### src/rtl/mux_sync_transmitter_if.sv
// Bundle of the upstream word handshake and the receiver-side data/qualifier
// lines of mux_sync_transmitter. Signal names keep the transmitter's view:
// i_* are driven into the transmitter, o_* are driven by it.
interface mux_sync_transmitter_if #(
  parameter int DATA_WIDTH = 4
);
  logic                  i_valid;
  logic [DATA_WIDTH-1:0] i_data_bus;
  logic                  o_ready;
  logic                  i_ack;
  logic [DATA_WIDTH-1:0] o_data_bus;
  logic                  o_mux_select;
  logic                  o_busy;
  logic                  o_timeout;

  // Environment side: upstream producer plus destination-domain receiver.
  modport master (
    output i_valid,
    output i_data_bus,
    output i_ack,
    input  o_ready,
    input  o_data_bus,
    input  o_mux_select,
    input  o_busy,
    input  o_timeout
  );

  // Transmitter side.
  modport slave (
    input  i_valid,
    input  i_data_bus,
    input  i_ack,
    output o_ready,
    output o_data_bus,
    output o_mux_select,
    output o_busy,
    output o_timeout
  );
endinterface

### src/rtl/mux_sync_transmitter.sv
// Source side of a mux-recirculation clock-domain crossing. A word is
// registered onto o_data_bus, given one cycle to settle, then qualified with
// o_mux_select. The receiver answers with an asynchronous four-phase ack that
// is resynchronised here before it may steer the FSM.
//
// Optional feature: define MUX_SYNC_TX_TIMEOUT_EN to abort a transfer whose
// ack phase (rise or fall) takes TIMEOUT_CYCLES cycles; o_timeout then pulses
// for one cycle. Without the macro the block waits indefinitely and
// o_timeout is tied low.
module mux_sync_transmitter #(
  parameter int DATA_WIDTH     = 4,
  parameter int SYNC_STAGES    = 2,
  parameter int TIMEOUT_CYCLES = 255
) (
  input  logic                  i_clk,
  input  logic                  i_rst_n,
  mux_sync_transmitter_if.slave bus
);

  // Reject configurations the synchroniser and counter cannot honour.
  if (SYNC_STAGES < 2 || TIMEOUT_CYCLES < 1) begin : g_bad_params
    $error("mux_sync_transmitter: SYNC_STAGES must be >= 2 and TIMEOUT_CYCLES >= 1");
  end

  typedef enum logic [1:0] {
    IDLE    = 2'd0,
    LAUNCH  = 2'd1,
    REQ     = 2'd2,
    RELEASE = 2'd3
  } state_t;

  state_t                  state_reg;
  logic [DATA_WIDTH-1:0]   data_reg;
  logic                    sel_reg;
  logic [SYNC_STAGES-1:0]  ack_sync_reg;
  logic                    ack_s;

`ifdef MUX_SYNC_TX_TIMEOUT_EN
  localparam int CNT_W = $clog2(TIMEOUT_CYCLES + 1);
  logic [CNT_W-1:0] timeout_cnt_reg;
  logic             timeout_reg;
  logic             cnt_expired;

  // The counter reaches TIMEOUT_CYCLES on the edge where it would step past
  // TIMEOUT_CYCLES-1, so the abort lands exactly TIMEOUT_CYCLES cycles after
  // the phase was entered.
  assign cnt_expired = (timeout_cnt_reg == CNT_W'(TIMEOUT_CYCLES - 1));
`endif

  // Resynchronise the receiver's asynchronous ack; only the last stage is used.
  always_ff @(posedge i_clk or negedge i_rst_n) begin
    if (!i_rst_n) begin
      ack_sync_reg <= '0;
    end else begin
      ack_sync_reg <= {ack_sync_reg[SYNC_STAGES-2:0], bus.i_ack};
    end
  end

  assign ack_s = ack_sync_reg[SYNC_STAGES-1];

  // Four-phase handshake FSM with registered data, qualifier and timeout pulse.
  always_ff @(posedge i_clk or negedge i_rst_n) begin
    if (!i_rst_n) begin
      state_reg       <= IDLE;
      data_reg        <= '0;
      sel_reg         <= 1'b0;
`ifdef MUX_SYNC_TX_TIMEOUT_EN
      timeout_reg     <= 1'b0;
      timeout_cnt_reg <= '0;
`endif
    end else begin
`ifdef MUX_SYNC_TX_TIMEOUT_EN
      timeout_reg <= 1'b0;
`endif
      case (state_reg)
        IDLE: begin
          // Accept only here; data_reg then holds until the next accept.
          if (bus.i_valid) begin
            data_reg  <= bus.i_data_bus;
            state_reg <= LAUNCH;
          end
        end

        LAUNCH: begin
          // Data has had a full cycle to settle before the qualifier rises.
          sel_reg   <= 1'b1;
          state_reg <= REQ;
`ifdef MUX_SYNC_TX_TIMEOUT_EN
          timeout_cnt_reg <= '0;
`endif
        end

        REQ: begin
          if (ack_s) begin
            sel_reg   <= 1'b0;
            state_reg <= RELEASE;
`ifdef MUX_SYNC_TX_TIMEOUT_EN
            timeout_cnt_reg <= '0;
          end else if (cnt_expired) begin
            timeout_reg <= 1'b1;
            sel_reg     <= 1'b0;
            state_reg   <= IDLE;
          end else begin
            timeout_cnt_reg <= timeout_cnt_reg + 1'b1;
`endif
          end
        end

        RELEASE: begin
          // Wait for the receiver to drop ack before offering a new word.
          if (!ack_s) begin
            state_reg <= IDLE;
`ifdef MUX_SYNC_TX_TIMEOUT_EN
          end else if (cnt_expired) begin
            timeout_reg <= 1'b1;
            state_reg   <= IDLE;
          end else begin
            timeout_cnt_reg <= timeout_cnt_reg + 1'b1;
`endif
          end
        end

        default: begin
          state_reg <= IDLE;
        end
      endcase
    end
  end

  assign bus.o_data_bus   = data_reg;
  assign bus.o_mux_select = sel_reg;
  assign bus.o_ready      = (state_reg == IDLE);
  assign bus.o_busy       = (state_reg != IDLE);
`ifdef MUX_SYNC_TX_TIMEOUT_EN
  assign bus.o_timeout    = timeout_reg;
`else
  assign bus.o_timeout    = 1'b0;
`endif

endmodule

### src/flat_wrapper.sv
// flat-port wrapper written by rule: the top's interface ports become plain ports
module mux_sync_transmitter_flat 
#(
  parameter int DATA_WIDTH     = 4,
  parameter int SYNC_STAGES    = 2,
  parameter int TIMEOUT_CYCLES = 255
)
  (i_clk, i_rst_n, bus_i_valid, bus_i_data_bus, bus_i_ack, bus_o_ready, bus_o_data_bus, bus_o_mux_select, bus_o_busy, bus_o_timeout);
  mux_sync_transmitter_if #(.DATA_WIDTH(DATA_WIDTH)) bus_i ();
  input  logic i_clk;
  input  logic i_rst_n;
  input wire logic [$bits(bus_i.i_valid)-1:0] bus_i_valid;
  input wire logic [$bits(bus_i.i_data_bus)-1:0] bus_i_data_bus;
  input wire logic [$bits(bus_i.i_ack)-1:0] bus_i_ack;
  output wire logic [$bits(bus_i.o_ready)-1:0] bus_o_ready;
  output wire logic [$bits(bus_i.o_data_bus)-1:0] bus_o_data_bus;
  output wire logic [$bits(bus_i.o_mux_select)-1:0] bus_o_mux_select;
  output wire logic [$bits(bus_i.o_busy)-1:0] bus_o_busy;
  output wire logic [$bits(bus_i.o_timeout)-1:0] bus_o_timeout;
  assign bus_i.i_valid = bus_i_valid;
  assign bus_i.i_data_bus = bus_i_data_bus;
  assign bus_i.i_ack = bus_i_ack;
  assign bus_o_ready = bus_i.o_ready;
  assign bus_o_data_bus = bus_i.o_data_bus;
  assign bus_o_mux_select = bus_i.o_mux_select;
  assign bus_o_busy = bus_i.o_busy;
  assign bus_o_timeout = bus_i.o_timeout;
  mux_sync_transmitter #(.DATA_WIDTH(DATA_WIDTH), .SYNC_STAGES(SYNC_STAGES), .TIMEOUT_CYCLES(TIMEOUT_CYCLES)) u_core (.i_clk(i_clk), .i_rst_n(i_rst_n), .bus(bus_i));
endmodule
### config.mk
export PLATFORM = sky130hd
export DESIGN_NAME = mux_sync_transmitter_flat
export DESIGN_NICKNAME = d
export VERILOG_FILES = /design/src/rtl/mux_sync_transmitter_if.sv /design/src/rtl/mux_sync_transmitter.sv /design/src/flat_wrapper.sv
export SDC_FILE = /design/constraint.sdc
export NUM_CORES = 1
export LEC_CHECK = 0
export ABC_CLOCK_PERIOD_IN_PS = 2000
export BUFFER_PORTS_ARGS = -buffer_cell sky130_fd_sc_hd__buf_2
export CAP_MARGIN = 20
export CELL_PAD_IN_SITES_DETAIL_PLACEMENT = 0
export CELL_PAD_IN_SITES_GLOBAL_PLACEMENT = 1
export CORE_AREA = 5 5 42 44
export CTS_CLUSTER_DIAMETER = 80
export DETAILED_ROUTE_END_ITERATION = 16
export DIE_AREA = 0 0 47 49
export PLACE_DENSITY = 0.68
export SLEW_MARGIN = 20
export SYNTH_ARGS = -nofsm -noshare
export SYNTH_HDL_FRONTEND = slang
export SYNTH_SLANG_ARGS = --single-unit
### constraint.sdc
create_clock -name i_clk -period 2 [get_ports i_clk]
set_clock_uncertainty 0.15 [all_clocks]
set_input_delay 0.6 -clock i_clk [delete_from_list [all_inputs] [get_ports i_clk]]
set_output_delay 0.6 -clock i_clk [all_outputs]
set_load 0.005 [all_outputs]
# Word level (Yosys, flattened, before mapping)

Index checks and enable logic that the tools add are counted.

Eq/ne operators: 6
Mux-type cells: 6
Reduce and logical (&&, ||, !) cells: 6

Operators by type and width:

| operator                                               | number |
|---|---|
| case mux 2 bit (4 select lines)                        | 1 |
| two-way mux 2 bit                                      | 3 |
| == test 2 bit (second input constant)                  | 2 |
| inequality test 2 bit (second input constant)          | 2 |
| AND reduction 2 bit                                    | 2 |
| nonzero test 2 bit                                     | 2 |
| AND reduction 3 bit                                    | 1 |
| == test 2 x 1 -> 1 bit (second input constant)         | 1 |
| logical NOT 2 bit                                      | 1 |
| inequality test 2 x 1 -> 1 bit (second input constant) | 1 |
| case mux 1 bit (2 select lines)                        | 1 |
| two-way mux 1 bit                                      | 1 |

Bits in registers: 9
Input bits: 8

# Longest topological paths before layout

Depth after elaboration: 3
Depth in mapped cells: 5
Gate-level depth less buffers: 5

# Worst setup path after synthesis

Ideal clock, no wire load.

Path type: reg2reg
Start: reg u_core.state_reg[0]
End: reg u_core.state_reg[1]
Library setup time: 0.125 ns
Arrival time: 1.248 ns
Required time: 1.725 ns
Slack: 0.477 ns
Cell stages (with the launch flop): 6
Buffers on the path: 0
Period minus slack after synthesis: 1.523 ns
Path through: dfrtp_1 > inv_1 > ha_1 > inv_1 > o21ai_2 > mux2_4

Cells in the longest elaborated chain, start to end: 3
Elaborated cells on any way between the ends: 9
Those cells by class: eq/ne: 6; mux: 1; reduce/logical: 2

Ends and longest elaborated chain:

| element                         | RTL line                   | text |
|---|---|---|
| start: declaration              | mux_sync_transmitter.sv:32 | `state_t state_reg;` |
| start signal: assignment        | mux_sync_transmitter.sv:64 | `state_reg <= IDLE;` |
| start signal: assignment        | mux_sync_transmitter.sv:80 | `state_reg <= LAUNCH;` |
| start signal: assignment        | mux_sync_transmitter.sv:87 | `state_reg <= REQ;` |
| logical NOT 2 bit *             | n/a                        |  |
| via bus_o_ready                 | flat_wrapper.sv:15         | `output wire logic [$bits(bus_i.o_ready)-1:0] bus_o_ready;` |
| inequality test 2 bit (no line) | n/a                        |  |
| AND reduction 3 bit (no line)   | n/a                        |  |

The timed path passes the listed nets; every way through them passes the cells marked *.
A chain may end at the register's enable or synchronous reset.

# Worst setup path in the final report

Start: reg u_core.state_reg[1]
End: out bus_o_busy

Cells in the longest elaborated chain, start to end: 1

Ends and longest elaborated chain:

| element            | RTL line                    | text |
|---|---|---|
| nonzero test 2 bit | mux_sync_transmitter.sv:133 | `assign bus.o_busy = (state_reg != IDLE);` |
| end: declaration   | flat_wrapper.sv:18          | `output wire logic [$bits(bus_i.o_busy)-1:0] bus_o_busy;` |

No other way between the ends.

==> impl_metrics.tcl <==
set metrics [dict create \
    finalPower_mw 0.789 \
    critPathLaunchType "register" \
    gp_routability_congestion 0.682 \
    synth_most_common_cell "dfrtp_1" \
    vias 273 \
    fmax_mhz 526 \
    portBuffers 14 \
    async_flop_share 1.00 \
    cp_data_arrival_time_ps 1150 \
    post-route-min-period_ps 1900 \
    hold_class "primary input to asynchronous set/reset pin" \
    yosysTopAreaCell "dfrtp_1" \
    cp_top_family "flip-flops" \
    synth_fp_nets 45 \
    htreeDepth 1 \
    endpoint_kind "primary output" \
    synthTopCellsByCount "dfrtp_1 (9), ha_1 (5), inv_1 (4), mux2_2 (4)" \
    placed_area_um2 503 \
    synthesis.instances 32 \
    critPathRequiredTime_ps 1250 \
    antenna_found_initial 0 \
    ios 16 \
    row_count 14 \
    insertion_delay_ps 260 \
    synth-seq-cells 9 \
    grt_max_degree 10 \
    setup_viol 0 \
    fp.dieH_um 49 \
    fin_nets 63 \
    slowest_delay_ps 410 \
    slew_viol_final 0 \
    peakVddDrop_uv 563 \
    antennaDiodeCount 0 \
    ys.flop_type "dfrtp_1" \
    powerDensity_nw_per_um2 1480 \
    start_util 0.300 \
    die_area_um2 2300 \
    yosysWarnings 0 \
    first_global_vias 299 \
    die-width_um 47 \
    netlist_top_cells_area "dfrtp_1 (54%), ha_1 (15%), mux2_2 (11%), mux2i_1 (4.8%), inv_1 (3.6%)" \
    critPathBufInv 3 \
    track_usage 0.0734 \
    power.leakage_nw 0.280 \
    cts_tree "yes" \
    crit_type "register to primary output" \
    cp_common_cell "inv_1" \
    ys_types 12 \
    multi_input_area_um2 175 \
    maxCapViolCount 0 \
    synth-edff-count 0 \
    wl_um 682 \
    firstDrtPassIters 1 \
    cts-root-buf "clkbuf_4" \
    antenna_left 0 \
    cts_buffer_depth 2 \
    post-dp-hpwl_um 561 \
    post_cts_buffers 0 \
    critPathMaxFanout 4 \
    path_cells "inv_1 > ha_2 > inv_1 > buf_2" \
    status "completed" \
    drc 0 \
    grt_pass1_wl_um 1210 \
    synthesis.area_um2 420 \
    fill_cells 152 \
    drive_gt1_frac 0.510 \
    rsz0062_at_grt "no" \
    numCtsBuffers 3 \
    grt_overflow 0 \
    path_clk_slew_ps 60 \
    cts.sinks 9 \
    core_area_um2 1400 \
    cpMaxStageDelayCell "dfrtp_1" \
    largest_register_ffs 4 \
    syn_avg_cell_area_um2 13.1 \
    finalHoldViolCount 0 \
    setup_tns_ps 0 \
    first_iter_violations 0 \
    finalCritPeriodShare 0.950 \
    regArea_um2 225 \
    synth_top_cell_area_share 0.536 \
    vias_per_cell 4.20 \
    syn_to_final_growth_pct 26.5 \
    ys_seq_area_frac 0.536 \
    wl_per_cell_um 10.5 \
    final_cell_area_um2 532 \
]
==> cell families after synthesis <==
kind of cell	Yosys count	share of synthesized area
adders and majority gates	5	0.149
and+or+nand+nor	3	0.0268
other	1	0.00892
buffers and inverters	5	0.0536
AOI/OAI and AO/OA	2	0.0357
DFF	9	0.536
muxes	7	0.190
==> placed cells by master, fill, tap and decap left out <==
master,count
o21ai_2,1
buf_2,14
mux2i_1,2
ha_2,1
inv_1,3
mux2_4,1
clkbuf_1,1
ha_1,4
clkbuf_4,3
o22ai_1,1
conb_1,1
nor2_1,2
nand2_1,1
inv_2,1
dfrtp_1,9
mux2_2,4
==> stage by stage <==
step | setup slack [ps] | utilization | std cells | hold slack [ps]
finish | 99.1 | 0.379 | 65 | 26.9
global route | 9.83 | 0.379 | 65 | 34.6
CTS | 70.9 | 0.378 | 65 | 26.0
detailed placement | 361 | 0.359 | 61 | 186
global placement | 361 | 0.359 | 61 | 183
floorplan | 477 | - | 32 | 154
==> layout make-up <==
type                    count  share of cell area
clock buffers               4              0.0494
inverters                   4              0.0282
multi-input cells          18               0.329
flip-flops and latches      9               0.424
well taps                  16              0.0376
repair buffers             14               0.132
==> power breakdown <==
| part | internal, mW | total, mW | switching (mW) |
|---|---|---|---|
| Sequential | 0.258 | 0.304 | 0.0451 |
| Clock | 0.0766 | 0.135 | 0.0587 |
| Combinational | 0.191 | 0.350 | 0.159 |
==> repair_timing <==
item	in CTS	in global routing
gates resized for setup	0	2
endpoints found under the setup margin	0	1
hold buffers	0	0
hold endpoints to repair	0	0
==> final timing paths <==
kind	from	end	slack, ps	cells after the start
setup / recovery	u_core.state_reg[1]	bus_o_busy	100	4
hold / removal	i_rst_n	u_core.state_reg[0]	30	1
setup reg to reg	u_core.state_reg[1]	u_core.state_reg[1]	460	5
hold reg to reg	u_core.ack_sync_reg[0]	u_core.ack_sync_reg[1]	200	0
max in group asynchronous	i_rst_n	u_core.bus.o_data_bus[3]	1500	1
min in group i_clk	u_core.ack_sync_reg[0]	u_core.ack_sync_reg[1]	200	0
==> metal layers <==
| metal | GRT usage | vias up | wire length (um) |
|---|---|---|---|
| met5 | 0 | - | 0 |
| met4 | 0.0553 | 0 | 23 |
| met3 | 0.0295 | 3 | 91 |
| met2 | 0.0905 | 16 | 251 |
| met1 | 0.0979 | 120 | 316 |
| li1 | - | 134 | - |
Power figures use the tool's default switching activity.
